`src/rtl/serial_sub_n.sv`:
```
// Bit-serial N-bit subtractor: diff = a - b, one bit per clock, LSB first,
// with a start/busy/done handshake and held results.
module serial_sub_n #(
   parameter int N = 8
) (
   input  logic         clk,
   input  logic         rst_n,
   input  logic         start,
   input  logic [N-1:0] a,
   input  logic [N-1:0] b,
   output logic         busy,
   output logic         done,
   output logic [N-1:0] diff,
   output logic         borrow,
   output logic         ovf
);

   // state | meaning
   // IDLE  | waiting for start
   // RUN   | one difference bit per edge, N edges
   // DONE  | results just loaded, done pulse, ready for back-to-back start

   localparam int CW = (N > 1) ? $clog2(N) : 1;
   localparam logic [CW-1:0] LAST = CW'(N - 1);

   typedef enum logic [1:0] {
      IDLE = 2'd0,
      RUN  = 2'd1,
      DONE = 2'd2
   } state_t;

   state_t        state, state_nx;
   logic [N-1:0]  sh_a, sh_b, part, part_nx;
   logic [CW-1:0] cnt;
   logic          br, br_nx, d_bit;
   logic          a_msb, b_msb;
   logic          ready, accept, last;

   assign ready  = (state == IDLE) || (state == DONE);
   assign accept = ready && start;
   assign last   = (state == RUN) && (cnt == LAST);

   always_ff @(posedge clk or negedge rst_n) begin
      if (!rst_n) state <= IDLE;
      else        state <= state_nx;
   end

   always_comb begin
      state_nx = state;
      busy     = 1'b0;
      done     = 1'b0;
      case (state)
         IDLE: if (start) state_nx = RUN;
         RUN: begin
            busy = 1'b1;
            if (cnt == LAST) state_nx = DONE;
         end
         DONE: begin
            done     = 1'b1;
            state_nx = start ? RUN : IDLE;
         end
         default: state_nx = IDLE;
      endcase
   end

   // Full-subtractor cell; the new bit enters the partial result at the MSB end.
   always_comb begin
      d_bit      = sh_a[0] ^ sh_b[0] ^ br;
      br_nx      = (~sh_a[0] & sh_b[0]) | (~(sh_a[0] ^ sh_b[0]) & br);
      part_nx    = part >> 1;
      part_nx[N-1] = d_bit;
   end

   always_ff @(posedge clk or negedge rst_n) begin
      if (!rst_n) begin
         sh_a   <= '0;
         sh_b   <= '0;
         part   <= '0;
         cnt    <= '0;
         br     <= 1'b0;
         a_msb  <= 1'b0;
         b_msb  <= 1'b0;
         diff   <= '0;
         borrow <= 1'b0;
         ovf    <= 1'b0;
      end else if (accept) begin
         sh_a  <= a;
         sh_b  <= b;
         part  <= '0;
         cnt   <= '0;
         br    <= 1'b0;
         a_msb <= a[N-1];
         b_msb <= b[N-1];
      end else if (state == RUN) begin
         sh_a <= sh_a >> 1;
         sh_b <= sh_b >> 1;
         part <= part_nx;
         br   <= br_nx;
         cnt  <= cnt + 1'b1;
         if (last) begin
            diff   <= part_nx;
            borrow <= br_nx;
            ovf    <= (a_msb != b_msb) && (part_nx[N-1] != a_msb);
         end
      end
   end

endmodule

```
`config.mk`:
```
export PLATFORM = sky130hd
export DESIGN_NAME = serial_sub_n
export DESIGN_NICKNAME = d
export VERILOG_FILES = /design/src/rtl/serial_sub_n.sv
export SDC_FILE = /design/constraint.sdc
export NUM_CORES = 1
export LEC_CHECK = 0
export BUFFER_PORTS_ARGS = -buffer_cell sky130_fd_sc_hd__buf_2
export CORE_ASPECT_RATIO = 0.9
export CORE_MARGIN = 3
export CORE_UTILIZATION = 58
export DETAILED_ROUTE_END_ITERATION = 8
export PLACE_DENSITY = 0.82
export REMOVE_ABC_BUFFERS = 1
export SYNTH_ARGS = -nofsm -noshare
export SYNTH_HDL_FRONTEND = slang
export SYNTH_SLANG_ARGS = --single-unit
```
`constraint.sdc`:
```
create_clock -name clk -period 4.05 [get_ports clk]
set_input_delay 0.405 -clock clk [delete_from_list [all_inputs] [get_ports clk]]
set_output_delay 0.405 -clock clk [all_outputs]
set_load 0.02 [all_outputs]
```
## After elaboration in Yosys (flattened, before gate mapping)

Index checks and enable logic that the tools add are counted.

- Divide/modulo/power cells: 0
- Bitwise operators: 8
- Add/subtract/negate cells: 1
- Reduce and logical (&&, ||, !) cells: 8
- Magnitude comparators: 0
- Equality and inequality tests: 7
- Multiply operators: 0
- Muxes and demuxes: 16
- Shift operators: 0

Operators by type and width:

| cell | count |
|---|---|
| $mux W8 | 6 |
| $mux W3 | 2 |
| $pmux W2 S3 | 1 |
| $mux W1 | 5 |
| $mux W2 | 2 |
| $ne A2 B2 Y1 const B | 2 |
| $add A3 B1 Y3 const B | 1 |
| $eq A3 B3 Y1 const B | 1 |
| $logic_and A1 B1 Y1 | 3 |
| $not A1 Y1 | 3 |
| $reduce_and A3 Y1 | 1 |
| $and A1 B1 Y1 | 2 |
| $eq A2 B1 Y1 const B | 1 |
| $eq A2 B2 Y1 const B | 1 |
| $logic_not A2 Y1 | 1 |
| $ne A1 B1 Y1 | 2 |
| $reduce_and A2 Y1 | 1 |
| $reduce_bool A2 Y1 | 1 |
| $xor A1 B1 Y1 | 2 |
| $logic_or A1 B1 Y1 | 1 |
| $or A1 B1 Y1 | 1 |

- Bits in writable memories: 0
- Bits in latches: 0
- Register bits: 42
- Bits in read-only memories: 0
- Input port bits: 19
- Memories kept: 0

## Logic depth before layout (Yosys ltp)

Gate-level depths: netlist of the first run.

- Depth after elaboration: 6
- Gate-level depth with buffers: 6
- Depth with buffers taken out: 5

## Least setup slack after synthesis of the first run

No wires, ideal clock.

- Path type: flip-flop to flip-flop
- Start point: register cnt[0]
- End point: register diff[3]
- Data arrival time: 1.395 ns
- Cell stages (with the launch flop): 6
- Path slack: 2.530 ns
- Library setup time: 0.125 ns
- Path buffers: 1
- Required time: 3.925 ns
- Cells stage by stage: dfrtp_1 > ha_1 > ha_1 > nand3b_2 > buf_2 > mux2_2

- Cells in the longest elaborated chain, start to end: 3

RTL lines:

| what | RTL line | RTL |
|---|---|---|
| start, declared | 34 | `logic [CW-1:0] cnt;` |
| start signal, assigned | 99 | `cnt <= cnt + 1'b1;` |
| $eq A3 B3 Y1 | 41 | `assign last = (state == RUN) && (cnt == LAST);` |
| $logic_and A1 B1 Y1 | 41 |  |
| $reduce_and A3 Y1 (no source line) | n/a |  |
| end signal, assigned | 101 | `diff <= part_nx;` |
| end, declared | 13 | `output logic [N-1:0] diff,` |

No other way between the ends.
A chain may end at the register's enable or synchronous reset.

## Worst setup path after layout of the first run

- Start point: register state[1]
- End point: output busy

- Cells in the longest elaborated chain, start to end: 2

RTL lines:

| what | RTL line | RTL |
|---|---|---|
| start, declared | 32 | `state_t state, state_nx;` |
| start signal, assigned | 45 | `else state <= state_nx;` |
| $eq A2 B1 Y1 | 52 | `case (state)` |
| $mux W1 | 52 |  |
| end, declared | 11 | `output logic busy,` |

No other way between the ends.

==> results of run 1 <==
[path summary, 6_finish.rpt]
kind                                from       end  slack, ns  cells after the start
worst max-delay path            state[1]      busy       1.88                      3
worst min-delay path               rst_n    cnt[1]       0.17                      1
min in group clk                    b[2]   sh_b[2]       0.27                      3
max in group asynchronous          rst_n  state[1]       3.34                      1
worst min register to register       ovf       ovf       0.50                      2
worst max register to register  state[0]   part[3]       2.17                      4
[layout by cell type, fill, tap and decap left out, types with 4 or more instances in the layout]
cell type / instances
dfrtp_1: 41
buf_2: 30
nand2_1: 29
a22o_1: 11
nor2_1: 8
a31oi_1: 8
mux2_2: 8
nand3_1: 6
a22oi_1: 5
clkbuf_4: 5
o21ai_0: 4
[cell type report]
cell class,count,area [um2]
flip-flops and latches,41,1030
fillers,227,898
multi-input cells,94,593
repair buffers,30,150
clock buffers,7,55.1
well taps,40,50.0
inverters,4,20.0
[logic make-up (layout without fill, tap and decap cells)]
family / count (synthesis) / count (layout) / share of synthesized area
flops: 41 / 41 / 0.599
mux: 8 / 8 / 0.0526
simple gates: 52 / 52 / 0.134
buf+inv: 14 / 41 / 0.0555
compound gates: 31 / 31 / 0.133
fa+ha+maj: 3 / 3 / 0.0263
[stage by stage]
| stage | instances | hold slack (ns) | setup WS [ns] |
|---|---|---|---|
| 6_report | 216 | 0.170 | 1.88 |
| 5_1_grt | 216 | 0.202 | 1.75 |
| 4_1_cts | 216 | 0.188 | 1.88 |
| 3_5_place_dp | 209 | 0.481 | 2.19 |
| 3_3_place_gp | 209 | 0.459 | 2.27 |
| 2_1_floorplan | 139 | 0.109 | 2.49 |
[flip-flops by register name, summed over array words and instances (netlist names), 2 cells and up]
| register | count |
|---|---|
| sh_a | 8 |
| sh_b | 8 |
| part | 7 |
| cnt | 3 |
| diff | 8 |
| state | 2 |
[critical path, stage by stage, from the launching register on]
cell and delay [ns]:
dfrtp_1 0.39, nand2b_1 0.47, inv_6 0.35, buf_2 0.21
[where the power goes]
group | switching (uW) | total [uW] | internal [uW] | leakage (uW)
clock network | 121 | 203 | 82.1 | 0.0000314
logic | 366 | 633 | 266 | 0.000394
registers | 111 | 710 | 600 | 0.000512
[per-layer routing]
layer,share of wire,vias up,GRT usage
li1,-,569,-
met1,0.44,578,0.241
met2,0.49,39,0.319
met3,0.056,2,0.0669
met4,0.0088,0,0.0831
met5,0,-,0
==> impl_metrics.json, run 1 <==
{
  "syn_area_per_cell_um2": 11.5,
  "synthFlopType": "dfrtp_1",
  "grt_max_degree": 42,
  "dp_hpwl_um": 2070,
  "global_route.usage.total": 0.196,
  "routed_wl_um": 3070,
  "dieWidth_um": 63.3,
  "port_buffers": 30,
  "synth_cells": 149,
  "finalSetupTns_ns": 0,
  "diodes": 0,
  "async_flop_share": 1.00,
  "place_congestion": 0.731,
  "synth_top_area_frac": 0.599,
  "synth_area_leaders": "dfrtp_1 60%, nand2_1 6.4%, a22o_1 5.6%",
  "core_area_um2": 2790,
  "min_period_over_period": 0.535,
  "crit_type": "register to output port",
  "power.total_uw": 1550,
  "yosys-top-cells-count": "41 x dfrtp_1, 29 x nand2_1, 11 x a22o_1",
  "cts_buffers": 5,
  "detail_route.vias_per_cell": 5.50,
  "synth_edf_count": 0,
  "power.ir.vdd_worst_mv": 0.422,
  "synthMostInstantiatedCell": "dfrtp_1",
  "area_growth_pct": 10.5,
  "dr_total_vias": 1188,
  "die_area_um2": 3640,
  "dr.pass1.iters": 4,
  "slew_headroom": 0.371,
  "ctsHoldBuffers": 0,
  "setup_violations": 0,
  "clk_pin_slew_worst_paths_ns": 0.12,
  "synth_cell_type_count": 24,
  "grt.overflow.total": 0,
  "cap_viol_max_count": 0,
  "rows": 18,
  "utilization": 0.678,
  "io_pins": 31,
  "insertion_delay_ns": 0.34,
  "cts_tree": "yes",
  "synth_warnings": 0,
  "cts_buffer_depth": 2,
  "period_minus_slack_ns": 2.17,
  "p_leak_uw": 0.000937,
  "grt_pass1_wl_um": 5400,
  "tightest_slew_ns": 0.941,
  "routedWlPerCell_um": 14.2,
  "grt_pass1_vias": 1235,
  "critPathCaptureType": "output port",
  "antenna_violating_nets_post_route": 0,
  "die_h_um": 57.6,
  "yosys.area.top_type": "dfrtp_1",
  "cts-root-buf": "clkbuf_4",
  "rsz0062_at_grt": "false",
  "h-tree-depth": 2,
  "place_area_um2": 1840,
  "drv_slew": 0,
  "powerDensity_nw_per_um2": 816,
  "seq_area_frac_synth": 0.599,
  "ys_seq_elements": 41,
  "antenna_found_initial": 0,
  "hold_viol_final": 0,
  "finalInstanceArea_um2": 1890,
  "remaining_drc_errors": 0,
  "status": "finished, final reports clean",
  "finalNetCount": 198,
  "initial_core_util": 0.614,
  "synth_area_um2": 1710,
  "cp-start-kind": "register",
  "drt_iter0_markers": 59,
  "min_path_type": "input pin to asynchronous set/reset pin",
  "clock-skew-final_ns": 0.00890,
  "arrival_ns": 1.76,
  "crit_fanout": 26,
  "drive_gt1_frac": 0.267,
  "required_ns": 3.64,
  "cts.sinks": 41,
  "ctsResizeCount": 0,
  "postCtsSetupBuffers": 0,
  "max_freq_mhz": 461
}
Power figures use the tool's default switching activity.
==> run 2: changes to the inputs <==
--- a/config.mk
+++ b/config.mk
@@ -8,9 +8,9 @@
 export BUFFER_PORTS_ARGS = -buffer_cell sky130_fd_sc_hd__buf_2
 export CORE_ASPECT_RATIO = 0.9
 export CORE_MARGIN = 3
-export CORE_UTILIZATION = 58
+export CORE_UTILIZATION = 49
 export DETAILED_ROUTE_END_ITERATION = 8
-export PLACE_DENSITY = 0.82
+export PLACE_DENSITY = 0.73
 export REMOVE_ABC_BUFFERS = 1
 export SYNTH_ARGS = -nofsm -noshare
 export SYNTH_HDL_FRONTEND = slang
==> constraint.sdc (replaced) <==
create_clock -name clk -period 1.94 [get_ports clk]
set_input_delay 0.194 -clock clk [delete_from_list [all_inputs] [get_ports clk]]
set_output_delay 0.194 -clock clk [all_outputs]
set_load 0.02 [all_outputs]
==> run 2 against run 1 <==
  * Clock power increased to 3.9 times the previous value
  * Wire length increased by 5.6%
  * Design area increased by 6.8%
  * Worst setup slack got worse by 1.5 ns
  * Via count increased by 1.3%
  * Die area increased by 16%
  * Largest power group unchanged
  * Power increased by 140%
  * Clock skew decreased by 0.0031 ns
  * Combinational power increased by 110%
  * Sequential power increased by 110%
  * Global-route usage decreased by 2.1 points
  * Non-clock buffer count increased by 6
==> impl_metrics.json, run 2 (synthesized netlist as in run 1, its figures left out) <==
{
  "arrival_ns": 1.73,
  "max_stage_delay_ns": 0.40,
  "detail_route.vias_per_cell": 5.35,
  "cts_tree": "yes",
  "dr.pass1.iters": 4,
  "crit_chain": "ha_1 -> ha_1 -> nand3b_2 -> mux2_2",
  "dieWidth_um": 68.3,
  "setup_violations": 0,
  "cpMostUsedCell": "ha_1",
  "grt_pass1_wl_um": 5590,
  "max_freq_mhz": 641,
  "cap_viol_max_count": 0,
  "final_cell_mix": "41 x dfrtp_1, 30 x buf_2, 29 x nand2_1, 11 x a22o_1",
  "cp-start-kind": "register",
  "min_path_type": "input pin to register",
  "rsz0062_at_grt": "false",
  "crit_type": "register to register",
  "core_area_um2": 3210,
  "powerDensity_nw_per_um2": 1800,
  "cp_num_buf_inv": 0,
  "drive_gt1_frac": 0.295,
  "cts-root-buf": "clkbuf_8",
  "diodes": 0,
  "top_regs": "diff x8, sh_a x8, sh_b x8",
  "tightest_slew_ns": 0.630,
  "drt_iter0_markers": 90,
  "io_pins": 31,
  "insertion_delay_ns": 0.29,
  "power.ir.vdd_worst_mv": 0.724,
  "hold_viol_final": 0,
  "antenna_found_initial": 0,
  "drv_slew": 0,
  "place_congestion": 0.715,
  "ctsResizeCount": 0,
  "ctsHoldBuffers": 1,
  "grt_pass1_vias": 1229,
  "critPathSlowestCell": "dfrtp_1",
  "finalSetupTns_ns": 0,
  "clk_pin_slew_worst_paths_ns": 0.08,
  "die_area_um2": 4240,
  "clock-skew-final_ns": 0.00583,
  "remaining_drc_errors": 0,
  "postCtsSetupBuffers": 0,
  "cts_buffers": 5,
  "final_common_cell": "dfrtp_1",
  "initial_core_util": 0.534,
  "routed_wl_um": 3240,
  "die_h_um": 62.1,
  "min_period_over_period": 0.804,
  "dp_hpwl_um": 2250,
  "h-tree-depth": 2,
  "critPathCaptureType": "register",
  "area_growth_pct": 18.0,
  "grt.overflow.total": 0,
  "slew_headroom": 0.580,
  "dr_total_vias": 1204,
  "grt_max_degree": 30,
  "port_buffers": 30,
  "routedWlPerCell_um": 14.4,
  "cts.sinks": 41,
  "utilization": 0.630,
  "required_ns": 2.11,
  "period_minus_slack_ns": 1.56,
  "p_leak_uw": 0.00100,
  "finalNetCount": 204,
  "cts_buffer_depth": 2,
  "global_route.usage.total": 0.175,
  "crit_family": "flip-flops",
  "rows": 19,
  "antenna_violating_nets_post_route": 0,
  "status": "finished, final reports clean",
  "crit_fanout": 13
}
run 2: cell count changes in the layout (fill, tap and decap cells not counted):
cell           change
buf_4              +5
bufinv_16          +2
clkbuf_8           +4
dlygate4sd3_1      +1
clkbuf_4           -5
clkinv_2           +1
clkbuf_1           -1
run 2: layer usage:
metal / track usage / vias to the layer above / part of all wire
met5: 0 / - / 0
met3: 0.0324 / 5 / 0.043
met4: 0.0670 / 0 / 0.014
li1: - / 582 / -
met1: 0.223 / 593 / 0.45
met2: 0.289 / 24 / 0.49
run 2: stage by stage:
step	cell area (um2)	hold WS, ns	std cells	setup slack, ns	total power (uW)
after floorplan	1640	-0.102	139	0.379	2420
after global placement	1880	0.231	216	0.423	2780
after detailed placement	1880	0.251	216	0.386	2870
after CTS	2020	0.121	225	0.374	3680
after global routing	2020	0.125	225	0.316	3920
final	2020	0.125	225	0.381	3640
run 2: cell type report:
cell class              instances  area, um2
fillers                       248       1190
inverters                       4       20.0
well taps                      42       52.6
flip-flops and latches         41       1030
repair buffers                 36        198
clock buffers                   5       68.8
multi-input cells              94        593
clock inverters                 3       65.1
run 2: tightest hold or removal path, stage by stage:
cell and delay [ns]:
buf_2 0.08, a22oi_1 0.05, nand2_1 0.06
run 2: power breakdown:
group,internal [uW],total (uW),switching (uW)
clock,511,797,286
combinational,586,1360,779
sequential,1250,1480,226
total,2350,3640,1290
run 2: path summary, 6_finish.rpt:
check | startpoint | endpoint | slack (ns) | cells past startpoint
setup / recovery | cnt[0] | diff[2] | 0.38 | 4
hold reg to reg | borrow | borrow | 0.49 | 2
min in group asynchronous | rst_n | part[6] | 0.46 | 2
hold / removal | b[3] | sh_b[3] | 0.12 | 3
setup reg to reg | cnt[0] | diff[2] | 0.38 | 4
max in group asynchronous | rst_n | sh_a[3] | 0.93 | 3
